### config.mk
export PLATFORM = sky130hd
export DESIGN_NAME = fpu_issue_ctrl
export DESIGN_NICKNAME = d
export VERILOG_FILES = /design/src/rtl/fpu_sched_pkg.sv /design/src/rtl/fpu_wb_slotq.sv /design/src/rtl/fpu_issue_ctrl.sv
export SDC_FILE = /design/constraint.sdc
export NUM_CORES = 1
export LEC_CHECK = 0
export ABC_CLOCK_PERIOD_IN_PS = 4700
export CAP_MARGIN = 40
export CELL_PAD_IN_SITES_DETAIL_PLACEMENT = 0
export CELL_PAD_IN_SITES_GLOBAL_PLACEMENT = 1
export CORE_MARGIN = 1.5
export CORE_UTILIZATION = 53
export DETAILED_ROUTE_END_ITERATION = 8
export PLACE_DENSITY = 0.95
export SLEW_MARGIN = 20
export SYNTH_ARGS = -nofsm -noshare
export SYNTH_HDL_FRONTEND = slang
export SYNTH_SLANG_ARGS = --single-unit
### constraint.sdc
create_clock -name clk -period 4.7 [get_ports clk]
set_clock_uncertainty 0.1 [all_clocks]
set_input_delay 0.94 -clock clk [delete_from_list [all_inputs] [get_ports clk]]
set_output_delay 0.94 -clock clk [all_outputs]
set_load 0.1 [all_outputs]
### src/rtl/fpu_sched_pkg.sv
// rtl/fpu_sched_pkg.sv - FPU issue scheduler shared types and latency lookup
package fpu_sched_pkg;

  typedef enum logic [2:0] {
    ADD  = 3'd0,
    MUL  = 3'd1,
    DIV  = 3'd2,
    SQRT = 3'd3,
    CVT  = 3'd4,
    MISC = 3'd5
  } op_class_e;

  typedef struct packed {
    logic       valid;
    logic [4:0] rd;
    logic       rd_fpu;
  } slot_t;

  // Unused encodings fall through to the MISC latency.
  function automatic int class_lat(input logic [2:0] cls, input int lat_add, input int lat_mul,
                                   input int lat_div, input int lat_cvt, input int lat_misc);
    case (cls)
      ADD:       class_lat = lat_add;
      MUL:       class_lat = lat_mul;
      DIV, SQRT: class_lat = lat_div;
      CVT:       class_lat = lat_cvt;
      default:   class_lat = lat_misc;
    endcase
  endfunction

endpackage

### src/rtl/fpu_wb_slotq.sv
// rtl/fpu_wb_slotq.sv - writeback slot shift queue with indexed insert and occupancy probe
module fpu_wb_slotq
  import fpu_sched_pkg::*;
#(
  parameter int DEPTH = 10,
  parameter int IW    = (DEPTH > 1) ? $clog2(DEPTH) : 1,
  parameter int PW    = $clog2(DEPTH + 1)
) (
  input  logic          clk,
  input  logic          rstn,
  input  logic          ins_en,
  input  logic [IW-1:0] ins_idx,
  input  slot_t         ins_data,
  input  logic [PW-1:0] probe_idx,
  output logic          probe_valid,
  output slot_t         head
);

  slot_t slot_q [DEPTH];
  slot_t slot_d [DEPTH];

  // Insert lands after the shift so a new entry occupies exactly its target index.
  always_comb begin
    for (int i = 0; i < DEPTH - 1; i++) begin
      slot_d[i] = slot_q[i+1];
    end
    slot_d[DEPTH-1] = '0;
    for (int i = 0; i < DEPTH; i++) begin
      if (ins_en && (ins_idx == IW'(i))) begin
        slot_d[i] = ins_data;
      end
    end
  end

  always_comb begin
    probe_valid = 1'b0;
    for (int i = 0; i < DEPTH; i++) begin
      if (probe_idx == PW'(i)) begin
        probe_valid = slot_q[i].valid;
      end
    end
  end

  always_ff @(posedge clk or negedge rstn) begin
    if (!rstn) begin
      for (int i = 0; i < DEPTH; i++) begin
        slot_q[i] <= '0;
      end
    end else begin
      slot_q <= slot_d;
    end
  end

  assign head = slot_q[0];

endmodule

### src/rtl/fpu_issue_ctrl.sv
// rtl/fpu_issue_ctrl.sv - FPU issue scheduler: hazard stall, scoreboards, divider occupancy, writeback
module fpu_issue_ctrl
  import fpu_sched_pkg::*;
#(
  parameter int LAT_ADD  = 3,
  parameter int LAT_MUL  = 2,
  parameter int LAT_DIV  = 10,
  parameter int LAT_CVT  = 2,
  parameter int LAT_MISC = 1,
  parameter int DEPTH    = 10
) (
  input  logic       clk,
  input  logic       rstn,
  input  logic       issue_valid,
  input  logic [2:0] issue_class,
  input  logic [4:0] issue_rd,
  input  logic       issue_rd_fpu,
  input  logic [4:0] issue_rs1,
  input  logic [4:0] issue_rs2,
  input  logic       issue_rs1_fpu,
  input  logic       issue_rs2_fpu,
  input  logic       issue_rs2_used,
  input  logic       flush,
  output logic       stall,
  output logic       issue_fire,
  output logic       div_start,
  output logic       div_busy,
  output logic       wb_valid,
  output logic [4:0] wb_rd,
  output logic       wb_rd_fpu
);

  localparam int IW = (DEPTH > 1) ? $clog2(DEPTH) : 1;
  localparam int PW = $clog2(DEPTH + 1);
  localparam int CW = (LAT_DIV > 1) ? $clog2(LAT_DIV) : 1;

  logic [31:0]   sb_f_q, sb_f_d;
  logic [31:0]   sb_x_q, sb_x_d;
  logic [CW-1:0] div_cnt_q, div_cnt_d;

  int    lat;
  logic  is_div;
  logic  op_live;
  logic  rs1_pend, rs2_pend, rd_pend;
  logic  raw, waw, divh, wbh;
  logic  probe_valid;
  slot_t head;
  slot_t ins_data;

  assign lat    = class_lat(issue_class, LAT_ADD, LAT_MUL, LAT_DIV, LAT_CVT, LAT_MISC);
  assign is_div = (issue_class == DIV) || (issue_class == SQRT);

  // x0 is hardwired, so it is never a hazard source even if a bit were set.
  assign rs1_pend = issue_rs1_fpu ? sb_f_q[issue_rs1] : ((issue_rs1 != 5'd0) && sb_x_q[issue_rs1]);
  assign rs2_pend = issue_rs2_fpu ? sb_f_q[issue_rs2] : ((issue_rs2 != 5'd0) && sb_x_q[issue_rs2]);
  assign rd_pend  = issue_rd_fpu  ? sb_f_q[issue_rd]  : ((issue_rd  != 5'd0) && sb_x_q[issue_rd]);

  assign raw  = rs1_pend | (issue_rs2_used & rs2_pend);
  assign waw  = rd_pend;
  assign divh = is_div & div_busy;
  assign wbh  = (lat < DEPTH) & probe_valid;

  // Reset gates the combinational handshake so every output is quiet while rstn is low.
  assign op_live    = issue_valid & rstn & ~flush;
  assign stall      = op_live & (raw | waw | divh | wbh);
  assign issue_fire = op_live & ~stall;
  assign div_start  = issue_fire & is_div;
  assign div_busy   = (div_cnt_q != '0);

  assign ins_data = '{valid: 1'b1, rd: issue_rd, rd_fpu: issue_rd_fpu};

  fpu_wb_slotq #(
    .DEPTH (DEPTH)
  ) u_slotq (
    .clk         (clk),
    .rstn        (rstn),
    .ins_en      (issue_fire),
    .ins_idx     (IW'(lat - 1)),
    .ins_data    (ins_data),
    .probe_idx   (PW'(lat)),
    .probe_valid (probe_valid),
    .head        (head)
  );

  assign wb_valid  = head.valid;
  assign wb_rd     = head.rd;
  assign wb_rd_fpu = head.rd_fpu;

  // Set is applied after clear so a same-edge retire and reissue of one register stays pending.
  always_comb begin
    sb_f_d = sb_f_q;
    sb_x_d = sb_x_q;
    if (head.valid) begin
      if (head.rd_fpu) sb_f_d[head.rd] = 1'b0;
      else             sb_x_d[head.rd] = 1'b0;
    end
    if (issue_fire) begin
      if (issue_rd_fpu)            sb_f_d[issue_rd] = 1'b1;
      else if (issue_rd != 5'd0)   sb_x_d[issue_rd] = 1'b1;
    end
  end

  always_comb begin
    div_cnt_d = div_cnt_q;
    if (div_start)         div_cnt_d = CW'(LAT_DIV - 1);
    else if (div_busy)     div_cnt_d = div_cnt_q - CW'(1);
  end

  always_ff @(posedge clk or negedge rstn) begin
    if (!rstn) begin
      sb_f_q    <= '0;
      sb_x_q    <= '0;
      div_cnt_q <= '0;
    end else begin
      sb_f_q    <= sb_f_d;
      sb_x_q    <= sb_x_d;
      div_cnt_q <= div_cnt_d;
    end
  end

endmodule

==> flow_summary.json, run 1 <==
{
  "critPathLaunchType": "primary input",
  "p_int_mw": 2.14,
  "antenna_found_initial": 0,
  "yosysWarnings": 0,
  "ir_drop_mv": 0.315,
  "comb_power_share": 0.120,
  "seq_power_share": 0.423,
  "ctsLongestPathBuffers": 2,
  "grt.overflow.total": 0,
  "seq_area_frac_synth": 0.487,
  "diodes": 0,
  "drt_iter0_markers": 690,
  "vias": 5533,
  "power_leakage_nw": 3.35,
  "fin_crit_ns": 4.64,
  "hpwl_mm": 13.5,
  "clk_pin_slew_ns": 0.06,
  "io_buffer_count": 36,
  "cts_htree_levels": 4,
  "track_usage": 0.288,
  "outcome": "completed",
  "finalMaxSlewViolations": 0,
  "die_w_um": 119,
  "tightest_slew_ns": 0.653,
  "setup_violations": 0,
  "drive_above_1_share": 0.215,
  "arrival_ns": 3.60,
  "r2r_cells": 13,
  "dp_cells": 798,
  "synth_area_um2": 7100,
  "drc": 0,
  "hold_viol": 0,
  "synth_area_leaders": "dfrtp_1, mux4_2, o31ai_1, mux2i_1, o21ai_0",
  "fin_area_um2": 8380,
  "io-pin-count": 37,
  "cts_made_buffers": 17,
  "dr.pass1.iters": 6,
  "gp_congestion": 0.959,
  "ant_nets": 0,
  "finalSetupTns_ns": 0,
  "area_delta_synth_final_pct": 18.2,
  "rows": 42,
  "grt_pass1_wl_mm": 30.8,
  "fp.dieH_um": 119,
  "postSynthCellCount": 626,
  "hold_class": "flip-flop to flip-flop",
  "place_area_um2": 7720,
  "fmax_mhz": 216,
  "stdcell_count": 832,
  "cts_root_buf": "clkbuf_16",
  "insertion_delay_ns": 0.42,
  "clockPowerShare": 0.457,
  "post-route-util": 0.638,
  "crit_type": "primary input to primary output",
  "cts_tree": "built",
  "synthFlopType": "dfrtp_1",
  "endpoint_kind": "primary output",
  "synth_largest_area_cell": "dfrtp_1",
  "powerDensity_nw_per_um2": 345,
  "coreArea_um2": 13100,
  "p_total_mw": 2.90,
  "net-switching-power_mw": 0.760,
  "swShare": 0.262,
  "cp_data_required_time_ns": 3.66,
  "fin_crit_sh": 0.987,
  "nNetsFinal": 671,
  "holdPathStages": 0,
  "synth-edff-count": 0,
  "syn_avg_cell_area_um2": 11.3,
  "synth_seq_cells": 138,
  "slew_headroom": 0.565,
  "dieArea_um2": 14100,
  "avgRoutedWirePerCell_um": 23.2,
  "cts.sinks": 138,
  "synth_nets": 653,
  "yosysUniqueCellTypes": 52,
  "drt-total-wl_mm": 19.3,
  "netlist.area_leader.share": 0.487,
  "grt_max_degree": 66,
  "maxCapViolCount": 0,
  "crit_fanout": 21,
  "vias_per_cell": 6.65,
  "start_util": 0.540,
  "synthArstFlopShare": 1.00,
  "grt_pass1_vias": 5703
}
-- flip-flops by register name, indices dropped and copies added, names as in the netlist --
| register | count |
|---|---|
| div_cnt_q | 4 |
| sb_f_q | 32 |
| sb_x_q | 32 |
| u_slotq.head | 7 |
| u_slotq.slot_q | 63 |
-- cell families after synthesis --
kind of cell             Yosys count  share of synthesized area
AO/OA/AOI/OAI                    173                      0.159
XOR/XNOR                           2                    0.00247
adder cells (fa/ha/maj)            1                    0.00176
buffers and inverters             95                     0.0651
flip-flops                       138                      0.487
multiplexers                      94                      0.193
AND/OR/NAND/NOR                  123                     0.0920
-- placed cells by master (no fill, tap or decap), drive strengths merged, types with 3 or more instances in the layout --
cell / Yosys / routed
dfrtp: 138 / 138
o21ai: 71 / 71
o31ai: 60 / 60
buf: 27 / 47
mux2i: 43 / 43
mux4: 30 / 30
nand2: 28 / 28
clkdlybuf4s50: 0 / 27
nor2: 25 / 25
mux2: 21 / 21
nand3: 19 / 19
inv: 13 / 19
clkbuf: 54 / 18
a22oi: 13 / 13
nor2b: 12 / 12
nor3: 10 / 10
nand4: 8 / 8
nand3b: 6 / 6
a21oi: 6 / 6
clkinv: 1 / 6
dlymetal6s2s: 0 / 5
nand2b: 4 / 4
o2111ai: 4 / 4
nand4b: 3 / 3
o211ai: 3 / 3
-- timing repair --
| action | in CTS | in global routing |
|---|---|---|
| pin swaps | 0 | 2 |
| resized for setup | 1 | 9 |
| setup buffers | 0 | 2 |
| setup endpoints to repair | 1 | 3 |
| cloned | 0 | 1 |
| hold buffers | 0 | 0 |
-- layer usage --
metal,vias to the layer above,routed length [um],global-route usage
li1,2355,-,-
met5,-,47,0
met1,2743,7510,0.376
met3,62,2030,0.103
met2,371,9200,0.450
met4,2,560,0.0919
-- worst max-delay path: stages --
cell and delay [ns]:
clkdlybuf4s50_1 0.50, buf_12 0.21, mux4_2 0.54, o2111ai_1 0.21
a41oi_1 0.26, nor3_4 0.42, buf_4 0.23, a21oi_2 0.08
buf_12 0.17
-- area by class of cell --
cell class | count | area, um^2
Clock buffer | 17 | 425
Clock inverter | 14 | 163
Fill cell | 968 | 4750
Inverter | 14 | 52.6
Multi-Input combinational cell | 393 | 3210
Sequential cell | 138 | 3450
Tap cell | 176 | 220
Timing Repair Buffer | 80 | 857
-- Yosys cell counts (all sizes together) (3+ instances only) --
cell type and instances:
dfrtp 138, o21ai 71, o31ai 60, clkbuf 54
mux2i 43, mux4 30, nand2 28, buf 27
nor2 25, mux2 21, nand3 19, a22oi 13
inv 13, nor2b 12, nor3 10, nand4 8
a21oi 6, nand3b 6, nand2b 4, o2111ai 4
nand4b 3, o211ai 3
-- worst paths after layout --
| path | start | end | slack [ns] |
|---|---|---|---|
| worst max-delay path | issue_rd[0] | stall | 0.06 |
| worst min-delay path | u_slotq.slot_q[18] | u_slotq.slot_q[25] | 0.25 |
| worst max register to register | div_cnt_q[0] | u_slotq.head[3] | 0.93 |
| worst min register to register | u_slotq.slot_q[18] | u_slotq.slot_q[25] | 0.25 |
| max in group asynchronous | rstn | sb_x_q[13] | 3.03 |
| min in group asynchronous | rstn | div_cnt_q[3] | 0.38 |
-- per-stage QoR --
step,setup slack [ns],hold slack (ns)
global route,-0.00222,0.254
finish,0.0619,0.248
CTS,0.0471,0.249
global placement,0.000197,0.234
detailed placement,-0.00878,0.235
floorplan,0.00683,0.305
-- power groups by stage --
stage	Clock (mW)	Combinational (mW)	Sequential, mW
global placement	0	0.307	1.24
detailed placement	0	0.335	1.25
global route	1.39	0.372	1.23
CTS	1.34	0.338	1.22
finish	1.32	0.346	1.23
floorplan	0	0.202	1.24
(Power assumes the default switching activity.)
==> run 2, diff against run 1 <==
Settings changed: TNS_END_PERCENT set to 100.
==> results of run 2 <==
Final layout, timing and power as in run 1 (identical DEF).
==> run 3, diff against run 2 <==
Settings changed: ABC_CLOCK_PERIOD_IN_PS 4700 to 5100, CORE_UTILIZATION 53 to 49, PLACE_DENSITY 0.95 to 0.91, TNS_END_PERCENT 100 to not set.
Clock period 4.7 ns to 5.1 ns, I/O delays scaled along.
==> run 3 against run 2 <==
Compared with the run above: combinational power is 10% lower; largest cell class unchanged; non-clock buffer count is 8 lower; setup slack better by 0.16 ns; critical path type unchanged; critical endpoint is now div_start.
==> flow_summary.json, run 3 (synthesis results as in run 1) <==
{
  "r2r_cells": 13,
  "ant_nets": 0,
  "drt-total-wl_mm": 19.6,
  "diodes": 0,
  "drt_iter0_markers": 596,
  "crit_type": "primary input to primary output",
  "worstPathCellList": "clkdlybuf4s50_1, buf_4, mux4_2, nand2b_1, nand4b_1, nand2_1, o311a_1, nor3_4, nand2_4, nor2_2, buf_12",
  "dp_cells": 797,
  "nNetsFinal": 663,
  "outcome": "completed",
  "area_delta_synth_final_pct": 16.3,
  "cts.sinks": 138,
  "slowest_delay_ns": 0.66,
  "fin_crit_sh": 0.956,
  "layout_common_cells": "dfrtp_1, o21ai_0, o31ai_1, mux2i_1, clkdlybuf4s50_1",
  "cts_tree": "built",
  "antenna_found_initial": 0,
  "layout_commonest_cell": "dfrtp_1",
  "cts_made_buffers": 17,
  "top_regs": "u_slotq.slot_q x63, sb_f_q x32, sb_x_q x32",
  "grt_pass1_vias": 5678,
  "slew_headroom": 0.506,
  "insertion_delay_ns": 0.42,
  "grt_pass1_wl_mm": 31.1,
  "holdPathStages": 0,
  "hold_viol": 0,
  "power_leakage_nw": 3.25,
  "crit_cells": 11,
  "stdcell_count": 827,
  "ctsLongestPathBuffers": 2,
  "endpoint_kind": "primary output",
  "tightest_slew_ns": 0.741,
  "powerDensity_nw_per_um2": 315,
  "drc": 0,
  "vias_per_cell": 6.69,
  "maxCapViolCount": 0,
  "hpwl_mm": 13.6,
  "arrival_ns": 3.76,
  "clk_pin_slew_ns": 0.05,
  "track_usage": 0.281,
  "finalMaxSlewViolations": 0,
  "dieArea_um2": 15200,
  "path_delay_family": "buffers and inverters",
  "finalSetupTns_ns": 0,
  "vias": 5533,
  "ir_drop_mv": 0.420,
  "worst_path_max_delay_cell": "clkdlybuf4s50_1",
  "hold_class": "flip-flop to flip-flop",
  "grt.overflow.total": 0,
  "gp_congestion": 0.962,
  "fin_crit_ns": 4.88,
  "die_w_um": 123,
  "fillers": 1120,
  "start_util": 0.507,
  "dr.pass1.iters": 6,
  "io-pin-count": 37,
  "regMostFlops": "u_slotq.slot_q",
  "crit_fanout": 7,
  "fmax_mhz": 205,
  "largest_reg_flops": 63,
  "p_total_mw": 2.60,
  "rows": 43,
  "io_buffer_count": 36,
  "critPathLaunchType": "primary input",
  "coreArea_um2": 14000,
  "cts_root_buf": "clkbuf_16",
  "grt_max_degree": 66,
  "rsz0062_at_grt": "false",
  "avgRoutedWirePerCell_um": 23.8,
  "setup_violations": 0,
  "fp.dieH_um": 123,
  "cp_data_required_time_ns": 3.98,
  "drive_above_1_share": 0.198,
  "cts_htree_levels": 4,
  "cp_num_buf_inv": 3
}
[run 3: changes by cell type in the layout (fill, tap and decap cells not counted), moves of 3 or more]
cell / before / now
buf_4: 32 / 26
clkbuf_8: 0 / 5
inv_6: 5 / 0
clkdlybuf4s50_1: 27 / 30
clkinv_4: 4 / 1
dlymetal6s2s_1: 5 / 2
[run 3: cell type report]
class / instances / area, um^2 / area share
Clock buffer: 24 / 502 / 0.0608
Tap cell: 180 / 225 / 0.0273
Clock inverter: 6 / 63.8 / 0.00774
Multi-Input combinational cell: 393 / 3190 / 0.387
Sequential cell: 138 / 3450 / 0.419
Inverter: 14 / 52.6 / 0.00637
Timing Repair Buffer: 72 / 759 / 0.0921
[run 3: final timing paths]
check	endpoint	slack, ns	from
setup / recovery	div_start	0.22	issue_rs2[3]
hold / removal	u_slotq.slot_q[36]	0.25	u_slotq.slot_q[29]
setup reg to reg	u_slotq.head[5]	1.51	div_cnt_q[0]
hold reg to reg	u_slotq.slot_q[36]	0.25	u_slotq.slot_q[29]
max in group asynchronous	u_slotq.slot_q[29]	3.35	rstn
min in group asynchronous	u_slotq.slot_q[61]	0.50	rstn
[run 3: repair_timing]
item	4_1_cts	5_1_grt
buffers inserted	0	0
hold buffers	0	0
endpoints found under the setup margin	0	3
gates resized for setup	0	3
[run 3: stage by stage]
| step | utilization | cell area [um^2] | setup slack, ns | hold slack [ns] |
|---|---|---|---|---|
| 6_report | 0.590 | 8250 | 0.225 | 0.247 |
| 3_3_place_gp | 0.538 | 7520 | 0.211 | 0.234 |
| 5_1_grt | 0.590 | 8250 | 0.0488 | 0.249 |
| 2_1_floorplan | - | 7100 | 0.0786 | 0.305 |
| 3_5_place_dp | 0.548 | 7670 | 0.162 | 0.235 |
| 4_1_cts | 0.589 | 8240 | 0.146 | 0.247 |
[run 3: power by group]
part           internal, mW  switching [mW]  total [mW]
clock                 0.728           0.434        1.16
combinational         0.119           0.192       0.311
sequential             1.11          0.0143        1.13
[run 3: layer usage]
layer	global-route usage	up-vias	part of all wire
li1	-	2334	-
met1	0.364	2746	0.39
met2	0.429	392	0.46
met3	0.103	61	0.12
met4	0.116	0	0.031
met5	0	-	0
